===== src/rtl/pc_sequenciador.sv =====
// Program-counter sequencer for the multi-cycle datapath.
//
// Steps a NUM_FASES-phase instruction cycle. The branch target and the branch
// decision are latched in FASE_CAPTURA, and the PC is written in FASE_ATUALIZA.
// The new PC is either PC+1 or the latched target. A taken branch whose target
// lies outside instruction memory is suppressed, and that event is flagged.
//
// Ports:
//   clock         in   system clock, rising edge
//   reset         in   asynchronous active-low reset
//   stall         in   freeze all state for this cycle
//   branch        in   current instruction is a conditional branch
//   zero          in   ALU zero flag
//   entrada_mux   in   [31:0] branch target word address (registered by the adder stage)
//   pc            out  [31:0] current instruction word address
//   fase          out  [3:0] current phase
//   pc_valido     out  one-cycle pulse after the PC is written
//   desvio_tomado out  latched branch decision for the current instruction
//   erro_alvo     out  one-cycle pulse when a taken branch to an illegal target is suppressed
module pc_sequenciador #(
  parameter int unsigned NUM_FASES     = 10,
  parameter int unsigned FASE_CAPTURA  = 5,
  parameter int unsigned FASE_ATUALIZA = 9,
  parameter int unsigned PC_INICIAL    = 0,
  parameter int unsigned MEM_PALAVRAS  = 256
) (
  input  logic        clock,
  input  logic        reset,
  input  logic        stall,
  input  logic        branch,
  input  logic        zero,
  input  logic [31:0] entrada_mux,
  output logic [31:0] pc,
  output logic [3:0]  fase,
  output logic        pc_valido,
  output logic        desvio_tomado,
  output logic        erro_alvo
);

  logic [3:0]  fase_q, fase_d;
  logic [31:0] pc_q, pc_d;
  logic [31:0] alvo_q, alvo_d;
  logic        desvio_q, desvio_d;
  logic        pc_valido_q, pc_valido_d;
  logic        erro_q, erro_d;
  logic        alvo_legal;

  assign alvo_legal = (alvo_q < 32'(MEM_PALAVRAS));

  always_comb begin
    fase_d      = fase_q;
    pc_d        = pc_q;
    alvo_d      = alvo_q;
    desvio_d    = desvio_q;
    // The pulses default low, so a stalled cycle also drops them.
    pc_valido_d = 1'b0;
    erro_d      = 1'b0;

    if (!stall) begin
      fase_d = (fase_q == 4'(NUM_FASES - 1)) ? 4'd0 : fase_q + 4'd1;

      if (fase_q == 4'(FASE_CAPTURA)) begin
        alvo_d   = entrada_mux;
        desvio_d = branch & zero;
      end

      if (fase_q == 4'(FASE_ATUALIZA)) begin
        if (desvio_q && alvo_legal) begin
          pc_d = alvo_q;
        end else begin
          pc_d = pc_q + 32'd1;
        end
        erro_d      = desvio_q & ~alvo_legal;
        desvio_d    = 1'b0;
        pc_valido_d = 1'b1;
      end
    end
  end

  always_ff @(posedge clock or negedge reset) begin
    if (!reset) begin
      fase_q      <= 4'd0;
      pc_q        <= 32'(PC_INICIAL);
      alvo_q      <= 32'd0;
      desvio_q    <= 1'b0;
      pc_valido_q <= 1'b0;
      erro_q      <= 1'b0;
    end else begin
      fase_q      <= fase_d;
      pc_q        <= pc_d;
      alvo_q      <= alvo_d;
      desvio_q    <= desvio_d;
      pc_valido_q <= pc_valido_d;
      erro_q      <= erro_d;
    end
  end

  assign pc            = pc_q;
  assign fase          = fase_q;
  assign pc_valido     = pc_valido_q;
  assign desvio_tomado = desvio_q;
  assign erro_alvo     = erro_q;

endmodule


===== config.mk =====
export PLATFORM = sky130hd
export DESIGN_NAME = pc_sequenciador
export DESIGN_NICKNAME = d
export VERILOG_FILES = /design/src/rtl/pc_sequenciador.sv
export SDC_FILE = /design/constraint.sdc
export NUM_CORES = 1
export LEC_CHECK = 0
export BUFFER_PORTS_ARGS = -buffer_cell sky130_fd_sc_hd__buf_2
export CAP_MARGIN = 20
export CELL_PAD_IN_SITES_DETAIL_PLACEMENT = 1
export CELL_PAD_IN_SITES_GLOBAL_PLACEMENT = 2
export CORE_UTILIZATION = 31
export DETAILED_ROUTE_END_ITERATION = 16
export GPL_TIMING_DRIVEN = 0
export PLACE_DENSITY = 0.87
export SLEW_MARGIN = 10
export SYNTH_ARGS = -nofsm -noshare
export SYNTH_HDL_FRONTEND = slang
export SYNTH_SLANG_ARGS = --single-unit

===== constraint.sdc =====
create_clock -name clock -period 1.92 [get_ports clock]
set_input_delay 0.096 -clock clock [delete_from_list [all_inputs] [get_ports clock]]
set_output_delay 0.096 -clock clock [all_outputs]
set_load 0.005 [all_outputs]

# --- Word-level counts from Yosys, hierarchy flattened ---
# Index checks and enable logic that the tools add are counted.
classes:
  add_sub_neg: 2
  multipliers: 0
  div: 0
  magnitude_cmp: 1
  n_eq_ne: 2
  shifts: 0
  muxes: 8
  bitwise_logic: 4
  reduce_logical: 5
op_table:
  columns: ["operator", "n"]
  rows:
  - ["adder 32 x 1 -> 32 bit (second input constant)", 1]
  - ["less-than comparator 32 x 9 -> 1 bit (second input constant)", 1]
  - ["2-to-1 mux 32 bit", 1]
  - ["2-to-1 mux 1 bit", 6]
  - ["AND reduction 2 bit", 3]
  - ["adder 4 x 1 -> 4 bit (second input constant)", 1]
  - ["== test 4 x 3 -> 1 bit (second input constant)", 1]
  - ["== test 4 bit (second input constant)", 1]
  - ["2-to-1 mux 4 bit", 1]
  - ["AND 1 bit", 2]
  - ["inverter 1 bit", 2]
  - ["nonzero test 2 bit", 1]
  - ["logical AND 1 bit", 1]
totals:
  reg_bits: 71
  latch_bits: 0
  ramBits: 0
  rom_bits: 0
  in_bits: 37
  output_inout_bits: 39
  wordCells: 28
  mem_count: 0

# --- Logic depth before layout (Yosys ltp) ---
logic_depth:
  ltp_word: 5
  depth_mapped: 8
  depth_no_buf: 6

# --- Worst setup path before layout ---
# Ideal clock, no wire load.
synth_timing:
  path_type: "register -> register"
  from: "register pc_q[0], in the netlist pc[0]"
  to: "register pc_q[28], in the netlist pc[28]"
  setup_time_ns: 0.120
  arrival_ns: 1.755
  required_time_ns: 1.800
  setup_slack_ns: 0.045
  path_stages_with_launch: 7
  path_buffers: 0
  synth_period_minus_slack_ns: 1.875
  cell_sequence: "dfrtp_1 > ha_1 > nand3_1 > nor4_4 > nand3_2 > o221a_1 > a31o_1"
synth_via:
  elab_chain_cells: 2
synth_lines:
  columns: ["item", "line_no", "source"]
  rows:
  - ["start, declared", "41", "logic [31:0] pc_q, pc_d;"]
  - ["start signal, assigned", "83", "pc_q <= 32'(PC_INICIAL);"]
  - ["start signal, assigned", "90", "pc_q <= pc_d;"]
  - ["adder 32 x 1 -> 32 bit", "71", "pc_d = pc_q + 32'd1;"]
  - ["2-to-1 mux 32 bit", "68", "if (desvio_q && alvo_legal) begin"]
# No other way between the ends.
# A chain may end at the register's enable or synchronous reset.

# --- Worst setup path in the final report ---
layout_timing:
  from: "register alvo_q[13]"
  to: "register pc_q[3], in the netlist pc[3]"
layout_via:
  elab_chain_cells: 3
layout_lines:
  columns: ["item", "line_no", "source"]
  rows:
  - ["start, declared", "42", "logic [31:0] alvo_q, alvo_d;"]
  - ["start signal, assigned", "91", "alvo_q <= alvo_d;"]
  - ["less-than comparator 32 x 9 -> 1 bit", "48", "assign alvo_legal = (alvo_q < 32'(MEM_PALAVRAS));"]
  - ["logical AND 1 bit", "68", null]
  - ["2-to-1 mux 32 bit", "68", null]
# No other way between the ends.

==> reports/metrics.yaml <==
status: "finished, final reports clean"
worstMarginPinSlew_ns: 0.4650
dpl-instance-area_sq_mm: 0.004115
hp-class: "in -> reg"
hold_ws_ns: 0.004751
synth_edf_count: 0
fp.dieH_microns: 108.8
drc: 0
startpoint_type: "flop"
clkTransAtPathRegs_ns: 0.06
reg2regPathDepth: 7
clkSinkCount: 71
fin_total_pwr_mw: 5.229
num_vias: 3128
ff2ff_setup_slack_ns: 0.008
finalHoldViolations: 0
grt-ovfl-total: 0
drtAntennaViolNets: 0
io_buffer_count: 75
drive_above_1_share_pct: 41.09
grt.total_usage_pct: 19.22
final.setup.tns_ns: 0
cp.arrival_ns: 2.17
post_drt_wl_per_cell_microns: 17.56
reg2reg_to: "pc[3]"
hpwl_microns: 7010
yosysWarnings: 0
fmax_mhz: 523.0
synth_area_sq_mm: 0.003535
cp-end-kind: "flop"
syn_avg_cell_area_sq_um: 10.74
die_area_sq_mm: 0.01183
stdcell_count: 600
crit_type: "reg -> reg"
gp_congestion: 0.7506
drt_iter0_drc: 149
via_per_inst: 5.213
grt_antenna_before_repair: 0
start_util_pct: 32.18
seq_area_frac_synth_pct: 50.27
ys_types: 59
die_w_microns: 108.8
required_ns: 2.18
num_io_pins: 76
cp_max_fo: 10
min_path_cells: 2
design_area_sq_mm: 0.005024
ys_ff_latch: 71
insertion_delay_ns: 0.34
synthCells: 329
critical-path-slowest-cell: "dfrtp_1"
path_common_cell: "buf_6"
p_leak_nw: 2.188
hold_path.startpoint: "entrada_mux[18]"
crit_chain: "nor4_4, and4_1, buf_6, nand3_2, buf_6, a21oi_1, a2bb2oi_1"
power_frac_comb_pct: 23.0
finalMaxSlewViolations: 0
cts_tree: "done"
holdPathEnd: "alvo_q[18]"
p_int_mw: 3.686
synthFlopType: "dfrtp_1"
grt_max_degree: 46
root_buffer: "clkbuf_16"
final_nets: 493
grt_pass1_wl_microns: 17160
cts_buffers: 9
cpPeakStageDelay_ns: 0.41
worst_ir_drop_vdd_v: 0.0005893
r2r_start: "alvo_q[13]"
p_sw_mw: 1.543
clk_path_buf_depth: 2
period_share_pct: 99.59
seq_power_share_pct: 45.1
power.share.clock_pct: 31.8
rows: 38
fin_crit_ns: 1.912
diodes: 0
async_flop_share_pct: 100.0
fin_worst_skew_ns: 0.008602
setup_viol: 0
dr.pass1.iters: 4
maxCapViolCount: 0
switching_share_pct: 29.51
numPlacedInstances: 545
area_growth_pct: 42.12
powerDensity_mw_per_mm2: 1041
core_area_sq_mm: 0.01098
wirelength_microns: 10540
grt_pass1_vias: 3343
rsz0062_at_grt: "true"
relSlewSlack_pct: 69.00
synth.net_count: 367
htreeDepth: 3
==> cells in the final DEF, fill, tap and decap left out, types with 3 or more instances in the layout <==
master,count
clkbuf_16,9
clkbuf_1,4
mux2_2,32
nand2_1,22
o21ai_0,23
inv_1,15
buf_2,79
and4_1,4
nand4_1,7
a21oi_1,19
nor4_4,8
or3_1,8
dfrtp_2,10
nand3_2,3
dfrtp_1,61
nor3_1,5
mux2i_1,5
nand3_1,18
buf_4,14
dlygate4sd3_1,29
o21ai_1,4
nor2_1,7
a22oi_1,4
a21oi_2,3
buf_6,8
==> area by class of cell <==
type                       count  area, sq um
sequential                    71         1789
fill                        1216         5959
buffer                        18        156.4
clock inverter                 3        42.54
clock buffer                  13        250.2
inverter                      16        72.57
tap                          140        175.2
timing repair buffer         115        770.7
multi-input combinational    224         1767
==> sequential cells by signal, indices dropped and copies added (netlist names) <==
register,flops
alvo_q,32
desvio_tomado,1
erro_alvo,1
fase,4
pc,32
pc_valido,1
==> critical path, delay by kind of cell, from the launching register on <==
| family | cells | cell delay (ns) |
|---|---|---|
| AND/OR/NAND/NOR | 3 | 0.74 |
| flip-flops | 1 | 0.41 |
| AO/OA/AOI/OAI | 2 | 0.33 |
| buffers and inverters | 2 | 0.35 |
==> cell families after synthesis <==
| kind of cell | synth area share [%] |
|---|---|
| buffers and inverters | 5.027 |
| multiplexers | 11.61 |
| flip-flops | 50.27 |
| AO/OA/AOI/OAI | 14.94 |
| XOR/XNOR | 0.4957 |
| adder cells (fa/ha/maj) | 0.3539 |
| AND/OR/NAND/NOR | 17.31 |
==> cells in the mapped netlist, drive strengths merged (8+ instances only) <==
master / instances / area [sq um]
dfrtp: 71 / 1777
mux2: 32 / 360.4
o21ai: 28 / 143.9
nand2: 23 / 86.33
nand3: 23 / 125.1
a21oi: 22 / 113.9
buf: 16 / 97.59
inv: 15 / 56.30
nand4: 9 / 86.33
nor4: 9 / 86.33
or3: 9 / 56.30
nor2: 8 / 30.03
==> power groups by stage <==
stage / Combinational (mW) / Sequential [mW] / Clock, mW
after floorplan: 0.704 / 2.18 / 0
after global placement: 0.965 / 2.23 / 0
after detailed placement: 1.02 / 2.26 / 0
after CTS: 1.15 / 2.31 / 1.70
after global routing: 1.33 / 2.42 / 1.78
final: 1.20 / 2.36 / 1.67
==> per-layer routing <==
layer | global-route usage [%] | share of wire (%) | vias to the layer above
met3 | 4.304 | 4.5 | 14
met1 | 22.77 | 43 | 1576
met5 | 0 | 0 | -
met4 | 7.625 | 1.6 | 0
li1 | - | - | 1476
met2 | 33.63 | 51 | 62
==> how the worst max path moves through the flow <==
stage / startpoint / endpoint / cells after the start
2_1_floorplan: pc[0] / pc[28] / 6
3_3_place_gp: pc[0] / pc[28] / 6
3_5_place_dp: pc[0] / pc[30] / 6
4_1_cts: alvo_q[30] / pc[3] / 7
5_1_grt: alvo_q[13] / pc[3] / 7
6_report: alvo_q[13] / pc[3] / 7
==> timing repair <==
item / 4_1_cts / 5_1_grt
buffers inserted: 3 / 6
gates cloned: 0 / 1
hold endpoints to repair: 54 / 0
pin swaps: 3 / 8
hold buffers: 29 / 0
resized for setup: 26 / 37
endpoints found under the setup margin: 32 / 31
==> per-stage QoR <==
step	util, %	setup slack [ns]
after floorplan	-	0.04545
after global placement	37.20	-0.2904
after detailed placement	37.47	-0.3404
after CTS	44.03	0.002271
after global routing	45.74	-0.09218
final	45.74	0.007834
No activity file was read; power rests on OpenSTA's default activity.
